File: src/rtl/rr_arb_pkg.sv
// Shared types and constants for the 8-way round-robin arbiter.
// Also holds the 4-to-2 priority encoder used to build the 8-to-3 picker.
package rr_arb_pkg;

  localparam int unsigned N_REQ = 8;
  localparam int unsigned IDX_W = 3;

  typedef enum logic [0:0] {
    StIdle,
    StGrant
  } arb_state_e;

  // Returns {hit, idx[1:0]}; the lowest set bit wins.
  function automatic logic [2:0] pe4(input logic [3:0] v);
    logic [2:0] res;
    res = 3'b000;
    if (v[0]) begin
      res = 3'b100;
    end else if (v[1]) begin
      res = 3'b101;
    end else if (v[2]) begin
      res = 3'b110;
    end else if (v[3]) begin
      res = 3'b111;
    end
    return res;
  endfunction

endpackage

File: src/rtl/rr_pick8.sv
// Rotating-priority picker: first set request at or after ptr, wrapping mod 8.
// Purely combinational; the result index is absolute, not relative to ptr.
module rr_pick8
  import rr_arb_pkg::*;
(
  input  logic [N_REQ-1:0] req,
  input  logic [IDX_W-1:0] ptr,
  output logic             hit,
  output logic [IDX_W-1:0] idx
);

  logic [2*N_REQ-1:0] dbl;
  logic [N_REQ-1:0]   rot;
  logic [2:0]         lo_res;
  logic [2:0]         hi_res;
  logic [IDX_W-1:0]   enc;

  always_comb begin
    // Doubling the vector turns the rotate-right into a plain shift.
    dbl    = {req, req} >> ptr;
    rot    = dbl[N_REQ-1:0];
    lo_res = pe4(rot[3:0]);
    hi_res = pe4(rot[7:4]);
    hit    = lo_res[2] | hi_res[2];
    enc    = lo_res[2] ? {1'b0, lo_res[1:0]} : {1'b1, hi_res[1:0]};
    idx    = enc + ptr;
  end

endmodule

File: src/rtl/rr_arbiter8.sv
// Round-robin arbiter for 8 requesters; a grant is held until done, request drop,
// or the hold limit, and every grant is followed by at least one idle cycle.
module rr_arbiter8
  import rr_arb_pkg::*;
#(
  parameter int unsigned MAX_HOLD = 16,
  parameter int unsigned CNT_W    = $clog2(MAX_HOLD + 1)
) (
  input  logic             clk,
  input  logic             rst_n,
  input  logic             en,
  input  logic [N_REQ-1:0] req,
  input  logic             done,
  output logic [N_REQ-1:0] gnt,
  output logic [IDX_W-1:0] gnt_idx,
  output logic             gnt_valid,
  output logic             timeout
);

  arb_state_e       state;
  logic [IDX_W-1:0] ptr;
  logic [CNT_W-1:0] hold_cnt;
  logic             pick_hit;
  logic [IDX_W-1:0] pick_idx;
  logic             owner_req;
  logic             at_limit;
  logic             release_now;

  rr_pick8 u_pick (
    .req (req),
    .ptr (ptr),
    .hit (pick_hit),
    .idx (pick_idx)
  );

  always_comb begin
    owner_req   = req[gnt_idx];
    at_limit    = (hold_cnt == CNT_W'(MAX_HOLD));
    release_now = done || !owner_req || at_limit;
  end

  always_ff @(posedge clk or negedge rst_n) begin
    if (!rst_n) begin
      state     <= StIdle;
      ptr       <= '0;
      hold_cnt  <= '0;
      gnt       <= '0;
      gnt_idx   <= '0;
      gnt_valid <= 1'b0;
      timeout   <= 1'b0;
    end else begin
      timeout <= 1'b0;
      unique case (state)
        StIdle: begin
          if (en && pick_hit) begin
            gnt       <= N_REQ'(1) << pick_idx;
            gnt_idx   <= pick_idx;
            gnt_valid <= 1'b1;
            hold_cnt  <= CNT_W'(1);
            state     <= StGrant;
          end
        end
        StGrant: begin
          if (release_now) begin
            gnt       <= '0;
            gnt_idx   <= '0;
            gnt_valid <= 1'b0;
            hold_cnt  <= '0;
            ptr       <= gnt_idx + IDX_W'(1);
            state     <= StIdle;
            // Only a limit hit with no normal release reason counts as forced.
            timeout   <= !done && owner_req;
          end else begin
            hold_cnt <= hold_cnt + CNT_W'(1);
          end
        end
        default: state <= StIdle;
      endcase
    end
  end

  a_gnt_onehot : assert property (@(posedge clk) disable iff (!rst_n) $onehot0(gnt));
  a_valid_or : assert property (@(posedge clk) disable iff (!rst_n) gnt_valid == |gnt);
  a_idx_match : assert property (@(posedge clk) disable iff (!rst_n)
                                  gnt_valid |-> gnt == (N_REQ'(1) << gnt_idx));

endmodule

File: config.mk
export PLATFORM = sky130hd
export DESIGN_NAME = rr_arbiter8
export DESIGN_NICKNAME = d
export VERILOG_FILES = /design/src/rtl/rr_arb_pkg.sv /design/src/rtl/rr_pick8.sv /design/src/rtl/rr_arbiter8.sv
export SDC_FILE = /design/constraint.sdc
export NUM_CORES = 1
export LEC_CHECK = 0
export ABC_CLOCK_PERIOD_IN_PS = 6490
export CELL_PAD_IN_SITES_DETAIL_PLACEMENT = 1
export CELL_PAD_IN_SITES_GLOBAL_PLACEMENT = 2
export CORE_MARGIN = 5
export CORE_UTILIZATION = 36
export DETAILED_ROUTE_END_ITERATION = 8
export PLACE_DENSITY = 0.92
export SLEW_MARGIN = 10
export SYNTH_ARGS = -nofsm -noshare
export SYNTH_HDL_FRONTEND = slang
export SYNTH_SLANG_ARGS = --single-unit
File: constraint.sdc
create_clock -name clk -period 6.49 [get_ports clk]
set_input_delay 1.298 -clock clk [delete_from_list [all_inputs] [get_ports clk]]
set_output_delay 1.298 -clock clk [all_outputs]
set_load 0.01 [all_outputs]
=== Yosys cells after proc, flatten, opt, wreduce, memory -nomap -nowiden ===
Cells that the tools add are included.

* Register bits after elaboration: 22
* Memories: 0
* RAM bits: 0
* Latch bits: 0
* Output and inout port bits: 13
* Bits of input ports: 12
* Bits in read-only memories: 0
* Logic and storage cells: 54

* Reduce and logical (&&, ||, !) cells: 8
* Order comparisons: 1
* Div/mod/pow operators: 0
* Shift-type cells: 2
* Bitwise logic cells: 2
* Multipliers: 0
* Muxes and demuxes: 28
* $add $sub $neg: 3
* Equality and inequality tests: 3

{| class="wikitable"
|+ Operators with widths
! cell !! number
|-
| $mux 3 || 11
|-
| $mux 8 || 2
|-
| $pmux 8 s2 || 1
|-
| $shr 16x3->8 || 1
|-
| $mux 5 || 2
|-
| $pmux 5 s2 || 1
|-
| $shl 1x3->8 const A || 1
|-
| $mux 1 || 7
|-
| $pmux 3 s2 || 1
|-
| $add 5x1->5 const B || 1
|-
| $eq 5x5->1 const B || 1
|-
| $lt 3x4->1 const B || 1
|-
| $pmux 1 s2 || 2
|-
| $reduce_and 2->1 || 2
|-
| $add 3x1->3 const B || 1
|-
| $add 3x3->3 || 1
|-
| $bmux 1 s3 || 1
|-
| $logic_and 1x1->1 || 2
|-
| $logic_not 1->1 || 2
|-
| $logic_or 1x1->1 || 2
|-
| $ne 2x1->1 const B || 1
|-
| $ne 2x2->1 const B || 1
|-
| $not 1->1 || 1
|-
| $or 1x1->1 || 1
|}

=== Logic depth before layout (Yosys ltp) ===
Gate-level depths: netlist of run 1.

* Depth in word-level cells: 10
* Mapped depth: 13
* Gate-level depth less buffers: 11

=== Modules after synthesis ===
From an unflattened synthesis of run 1, not the netlist that was laid out.

* Cells, all modules: 184
* Area, all modules: 1876.8 sq um

{| class="wikitable"
|+ By module, submodules not included
! module !! cells an instance !! area an instance (sq um) !! times used !! seq. area each (sq um)
|-
| rr_arbiter8 || 102 || 1172.4 || 1 || 550.5
|-
| rr_pick8 || 82 || 704.4 || 1 || 0.0
|}

=== Worst setup path after synthesis of run 1 ===
No wires, ideal clock.

* Path type: input to register
* From: in req[1]
* To: reg gnt[0]
* Path buffers: 0
* Slack: 3028 ps
* Required time: 6368 ps
* Arrival time: 3340 ps
* Stages: 11
* Setup time: 122 ps
* Path through: or4b_1 -> nand2_1 -> a21o_1 -> nand2b_1 -> a22oi_1 -> ha_1 -> inv_1 -> fa_1 -> inv_1 -> nor2_1 -> a32o_1

* Cells in the longest elaborated chain, start to end: 10
* Elaborated cells between the ends (all ways): 24
* Classes of those cells: add/sub (1); eq/ne (2); shift (2); mux (13); bitwise (1); reduce/logical (5)

{| class="wikitable"
|+ Ends and longest elaborated chain
! element !! line !! source
|-
| start: declaration || rr_arbiter8.sv:12 || <nowiki>input logic [N_REQ-1:0] req,</nowiki>
|-
| $shr 16x3->8 || rr_pick8.sv:20 || <nowiki>dbl = {req, req} >> ptr;</nowiki>
|-
| $mux 3 || rr_arb_pkg.sv:23 || <nowiki>end else if (v[3]) begin</nowiki>
|-
| $mux 3 || rr_arb_pkg.sv:21 || <nowiki>end else if (v[2]) begin</nowiki>
|-
| $mux 3 || rr_arb_pkg.sv:19 || <nowiki>end else if (v[1]) begin</nowiki>
|-
| $mux 3 || rr_arb_pkg.sv:17 || <nowiki>if (v[0]) begin</nowiki>
|-
| $mux 3 || rr_pick8.sv:25 || <nowiki>enc = lo_res[2] ? {1'b0, lo_res[1:0]} : {1'b1, hi_res[1:0]};</nowiki>
|-
| $add 3x3->3 || rr_pick8.sv:26 || <nowiki>idx = enc + ptr;</nowiki>
|-
| $shl 1x3->8 || rr_arbiter8.sv:56 || <nowiki>gnt <= N_REQ'(1) << pick_idx;</nowiki>
|-
| $mux 8 || rr_arbiter8.sv:55 || <nowiki>if (en && pick_hit) begin</nowiki>
|-
| $pmux 8 s2 || rr_arbiter8.sv:53 || <nowiki>unique case (state)</nowiki>
|-
| end signal: assignment || rr_arbiter8.sv:56 ||
|-
| end: declaration || rr_arbiter8.sv:14 || <nowiki>output logic [N_REQ-1:0] gnt,</nowiki>
|}

Several ways; a longest one is shown, not always the timed one. The select of a mux whose other input is x is not followed.
A chain may end at the register's enable or synchronous reset.

=== Final worst setup path of run 1 ===
* From: in req[2]
* To: reg gnt[4]

The elaborated chain is that of the path after synthesis.

==> results of run 1 <==
==> layout make-up <==
| type | instances | area [sq um] |
|---|---|---|
| repair buffers | 24 | 240.2 |
| fillers | 439 | 2175 |
| flip-flops and latches | 22 | 550.5 |
| multi-input cells | 108 | 859.6 |
| clock inverters | 1 | 30.03 |
| well taps | 50 | 62.56 |
| clock buffers | 3 | 41.29 |
| inverters | 11 | 41.29 |
==> worst paths after layout <==
| kind | startpoint | end | slack (ns) | cells past startpoint |
|---|---|---|---|---|
| setup / recovery | req[2] | gnt[4]$_DFFE_PN0P_ | 2.43 | 12 |
| hold / removal | gnt_valid$_DFFE_PN0P_ | gnt_valid$_DFFE_PN0P_ | 0.49 | 1 |
| setup reg to reg | ptr[1]$_DFFE_PN0P_ | gnt[4]$_DFFE_PN0P_ | 3.16 | 11 |
| hold reg to reg | gnt_valid$_DFFE_PN0P_ | gnt_valid$_DFFE_PN0P_ | 0.49 | 1 |
| max in group asynchronous | rst_n | gnt[5]$_DFFE_PN0P_ | 4.27 | 1 |
| min in group asynchronous | rst_n | hold_cnt[1]$_DFFE_PN0P_ | 1.59 | 1 |
==> worst max-delay path, stage by stage <==
cell and delay (ns):
clkdlybuf4s50_1 0.50, mux2i_1 0.45, nor2b_1 0.24, a32oi_1 0.09, nand2b_1 0.18, a22oi_1 0.19, ha_1 0.17, inv_1 0.05
fa_1 0.51, inv_1 0.17, nor2_1 0.10, a32o_1 0.26
==> cells by family (layout without fill, tap and decap cells) <==
group                    Yosys count  count (layout)
buffers and inverters             16              39
AO/OA/AOI/OAI                     45              45
flip-flops                        22              22
adder cells (fa/ha/maj)            5               5
multiplexers                      15              15
AND/OR/NAND/NOR                   39              39
XOR/XNOR                           4               4
==> cell usage after synthesis (all sizes together) (2+ instances only) <==
cell type,count
a21o,4
a21oi,6
a22o,6
a31oi,2
a32o,8
and2,3
buf,4
dfrtp,22
ha,4
inv,11
mux2,5
mux2i,8
mux4,2
nand2,7
nand2b,3
nand3,3
nor2,11
nor3,3
nor4,2
o211ai,2
o21ai,6
xnor2,2
xor2,2
==> flip-flops by register name, summed over array words and instances, names as in the netlist <==
signal and flops:
hold_cnt 5, timeout 1, ptr 3, gnt_idx 3, gnt 8, gnt_valid 1
state 1
==> routing by layer <==
| metal | part of all wire, % | GRT usage, % | wire, um | vias to the layer above |
|---|---|---|---|---|
| met3 | 4.2 | 2.838 | 169 | 2 |
| met2 | 49 | 26.28 | 1932 | 33 |
| li1 | - | - | - | 596 |
| met5 | 0 | 0 | 0 | - |
| met4 | 0.48 | 5.433 | 19 | 0 |
| met1 | 47 | 21.41 | 1858 | 647 |
==> power breakdown <==
part	total [W]	switching [W]	internal, W
Combinational	0.000465	0.000245	0.000220
Sequential	0.000258	0.0000752	0.000183
Clock	0.000128	0.0000452	0.0000823
Total	0.000851	0.000365	0.000486
==> through the flow <==
step	hold WS, ns	std cells	setup WS [ns]
4_1_cts	0.4911	219	2.400
2_1_floorplan	0.4807	146	3.028
3_5_place_dp	0.4696	215	2.150
5_1_grt	0.5213	219	2.212
3_3_place_gp	0.4723	215	2.282
6_report	0.4895	219	2.430
==> impl_metrics.ini, run 1 <==
[outcome]
status = completed

[timing]
worstMarginPinSlew_ns = 1.025
slew_violations = 0
finalCriticalPeriod_ns = 4.060
rsz0062_at_grt = no
slew_headroom_pct = 31.44
setup_tns_ns = 0
finalSetupViolCount = 0
finalHoldViolCount = 0
clock.fmax_mhz = 246.3
period_share_pct = 62.56
fin_worst_skew_ns = 0.01039

[route]
drcViolationCount = 0
totalWireLength_um = 3979
routedWlPerCell_um = 18.17
ant_nets = 0
viasPerCell = 5.836
dr.pass1.iters = 4
num_vias = 1278
drtIter0Drc = 63

[clock_tree]
ctsResizeCount = 0
clockRootBuffer = clkbuf_8
tritoncts = done
cts_buffer_depth = 2
cts_sinks = 22
cts.clk_slew.worst_paths_ns = 0.09
cts_buffers = 3
hold_buffers = 0
clk_latency_ns = 0.26
post_cts_buffers = 0
htree_levels = 1

[floorplan]
rows = 23
initial_core_util_pct = 37.07
die-area_sq_um = 5502
die_w_um = 74.18
io_pins = 25
core_region_area_sq_um = 4000
die-height_um = 74.18

[synthesis]
netlist_area_sq_um = 1483
synthAdderAreaFrac_pct = 4.726
synth_area_leader_cell = dfrtp_1
synth_area_per_cell_sq_um = 10.16
synthArstFlopShare_pct = 100.0
synth_enable_flop_cells = 0
synthMuxAreaShare_pct = 12.24
synth_simple_gate_area_share_pct = 14.35
synth_flop_cell = dfrtp_1
synth_cells = 146
synth-seq-cells = 22
synth-xor-area-share_pct = 2.363
synth_top_family_by_area = compound AO/OA/AOI/OAI gates
synthDominantCellAreaShare_pct = 37.13
synth_compound_area_share_pct = 24.30
synth_area_leaders = dfrtp_1 (37%), a32o_1 (5.4%), mux2i_1 (5.4%)
synth_nets = 163
synth_cell_types = 48
seq_area_frac_synth_pct = 37.13
yosys_warnings = 0

[global_routing]
antenna_found_initial = 0
grt_use_total_pct = 16.05
grt_max_degree = 23
grt_pass1_vias = 1414
grt-ovfl-total = 0
grt_pass1_wl_um = 6927

[setup_path]
end_kind = register
worstPathRequired_ns = 6.64
path_class = in2reg
critPathMaxFanout = 7
start_kind = input pin
worstPathArrival_ns = 4.21

[placement]
hpwl_um = 3035
postPlaceCellArea_sq_um = 1754
io_buffer_count = 24
gp_congestion = 0.8233

[power]
fin_total_pwr_w = 0.0008514
leakagePower_nw = 0.7817
p_per_area_nw_per_um2 = 466.4
ir_drop_mv = 0.2321

[finish]
drive_gt1_share_pct = 10.65
final_common_cell = clkdlybuf4s50_1
antenna-diode-count = 0
num-nets-final = 187
final_cell_mix = clkdlybuf4s50_1 (24), dfrtp_1 (22), nor2_1 (11), inv_1 (11)
area_growth_pct = 23.12
final_util_pct = 45.64
final_area_sq_um = 1826

[flow_run]
drv_cap = 0

[worst_hold_path]
min_path_type = reg2reg
No activity file was read; power rests on OpenSTA's default activity.
==> run 2, diff against run 1 <==
--- a/config.mk
+++ b/config.mk
@@ -5,13 +5,13 @@
 export SDC_FILE = /design/constraint.sdc
 export NUM_CORES = 1
 export LEC_CHECK = 0
-export ABC_CLOCK_PERIOD_IN_PS = 6490
+export ABC_CLOCK_PERIOD_IN_PS = 3410
 export CELL_PAD_IN_SITES_DETAIL_PLACEMENT = 1
 export CELL_PAD_IN_SITES_GLOBAL_PLACEMENT = 2
 export CORE_MARGIN = 5
-export CORE_UTILIZATION = 36
+export CORE_UTILIZATION = 30
 export DETAILED_ROUTE_END_ITERATION = 8
-export PLACE_DENSITY = 0.92
+export PLACE_DENSITY = 0.82
 export SLEW_MARGIN = 10
 export SYNTH_ARGS = -nofsm -noshare
 export SYNTH_HDL_FRONTEND = slang
==> constraint.sdc (replaced) <==
create_clock -name clk -period 3.41 [get_ports clk]
set_input_delay 0.682 -clock clk [delete_from_list [all_inputs] [get_ports clk]]
set_output_delay 0.682 -clock clk [all_outputs]
set_load 0.01 [all_outputs]
==> run 2 against run 1 <==
Die area is 17% higher. Combinational power grew 120%. Routed wire length is 11% higher. Sequential cell count unchanged. First-iteration DRC count grew 19%. Clock-buffer cell count stayed put. Clock power up 93%. Critical path depth decreased by 1. Global-route usage is 1.5 points lower.
==> impl_metrics.ini, run 2 (synthesized netlist as in run 1, its figures left out) <==
[finish]
largest_register_ff_count = 8
antenna-diode-count = 0
layout.cells.non_filler = 258
final_cell_mix = clkdlybuf4s50_1 (23), dfrtp_1 (22), buf_4 (22)
top_regs = gnt x8, hold_cnt x5
final_area_sq_um = 2039
fillers = 550
area_growth_pct = 37.55
num-nets-final = 209
drive_gt1_share_pct = 23.56
final_common_cell = clkdlybuf4s50_1
largest_register = gnt

[route]
viasPerCell = 5.302
ant_nets = 0
routed.top_layer = met4
routedWlPerCell_um = 17.18
dr.pass1.iters = 4
drcViolationCount = 0
wl_met3_um = 166
wl_met2_um = 2142
num_vias = 1368
drtIter0Drc = 75
wl_met1_um = 2086
totalWireLength_um = 4432

[worst_hold_path]
min_path_type = reg2reg

[floorplan]
core_region_area_sq_um = 4755
initial_core_util_pct = 31.18
die_w_um = 80.30
rows = 25
die-area_sq_um = 6448
die-height_um = 80.30
io_pins = 25

[timing]
clock.fmax_mhz = 306.8
finalCriticalPeriod_ns = 3.260
finalHoldViolCount = 0
worstMarginPinSlew_ns = 1.057
fin_worst_skew_ns = 0.005256
rsz0062_at_grt = no
slew_violations = 0
setup_tns_ns = 0
finalSetupViolCount = 0
slew_headroom_pct = 29.32
period_share_pct = 95.59
setup_ws_ns = 0.1504

[placement]
place_inst = 254
dp_worst_setup_slack_ns = -0.1874
io_buffer_count = 24
hpwl_um = 3285
gp_congestion = 0.7945
postPlaceCellArea_sq_um = 1941

[global_routing]
grt-ovfl-total = 0
antenna_found_initial = 0
grt_use_total_pct = 14.53
grt_pass1_vias = 1545
grt_pass1_wl_um = 7465
grt_max_degree = 23

[power]
leakagePower_nw = 0.9036
p_per_area_nw_per_um2 = 863.1
ir_drop_mv = 0.3989

[clock_tree]
cts_buffers = 3
hold_buffers = 0
cts_buffer_depth = 2
clk_latency_ns = 0.26
cts.clk_slew.worst_paths_ns = 0.09
clockRootBuffer = clkbuf_8
cts_sinks = 22
tritoncts = done
htree_levels = 1

[setup_path]
path_cells = clkdlybuf4s50_1 > or4b_1 > nand2_1 > a21o_1 > nand2b_1 > a22oi_1 > ha_1 > inv_1 > fa_1 > xor2_2 > a32o_1
crit_path_top_delay_cell = or4b_1
start_kind = input pin
path_class = in2reg
worstPathRequired_ns = 3.57
worstPathArrival_ns = 3.42
end_kind = register
cp_top_family = simple AND/OR/NAND/NOR gates
cpPeakStageDelay_ns = 0.59
critPathMaxFanout = 4
crit_buf_inv = 2

[outcome]
status = completed

[flow_run]
drv_cap = 0
==> run 2: changes by cell type in the layout (fill, tap and decap cells not counted), sizes merged <==
cell and change:
buf +22, clkdlybuf4s50 -1, dlymetal6s2s +1
==> run 2: area by class of cell <==
| cell class | instances | area [sq um] | area share, % |
|---|---|---|---|
| Clock buffer | 3 | 41.29 | 2.025 |
| Clock inverter | 1 | 30.03 | 1.472 |
| Inverter | 11 | 41.29 | 2.025 |
| Multi-Input combinational cell | 108 | 884.6 | 43.37 |
| Sequential cell | 22 | 550.5 | 26.99 |
| Tap cell | 67 | 83.83 | 4.110 |
| Timing Repair Buffer | 46 | 407.9 | 20.00 |
==> run 2: repair_timing <==
action	CTS	global route
endpoints found under the hold margin	0	0
resized for setup	0	6
setup endpoints to repair	0	8
setup buffers	0	0
==> run 2: path summary, 6_finish.rpt <==
path / start / endpoint / slack [ns] / cells after the start
min reg2reg: gnt_valid$_DFFE_PN0P_ / gnt_valid$_DFFE_PN0P_ / 0.48 / 1
max in group asynchronous: rst_n / hold_cnt[2]$_DFFE_PN0P_ / 1.79 / 1
max reg2reg: ptr[1]$_DFFE_PN0P_ / gnt[3]$_DFFE_PN0P_ / 0.33 / 10
min: gnt_valid$_DFFE_PN0P_ / gnt_valid$_DFFE_PN0P_ / 0.48 / 1
min in group asynchronous: rst_n / ptr[2]$_DFFE_PN0P_ / 0.99 / 1
max: req[1] / gnt[3]$_DFFE_PN0P_ / 0.15 / 11
==> run 2: metrics by stage <==
stage	utilization, %	hold WS (ns)	power, W
after floorplan	-	0.3864	0.001098
after detailed placement	40.82	0.4687	0.001462
after global placement	40.82	0.4707	0.001426
after CTS	42.32	0.4894	0.001733
after global routing	42.89	0.5141	0.001886
final	42.89	0.4828	0.001760
==> run 2: report_power, final <==
part,total (W),internal (W),switching (W)
combinational,0.00102,0.000509,0.000515
sequential,0.000489,0.000348,0.000141
clock,0.000247,0.000157,0.0000901
total,0.00176,0.00101,0.000746
==> run 2: layer usage <==
metal / global-route usage, % / vias to the layer above
met1: 18.82 / 693
met2: 24.83 / 30
met3: 2.915 / 4
met5: 0 / -
met4: 3.209 / 0
li1: - / 641
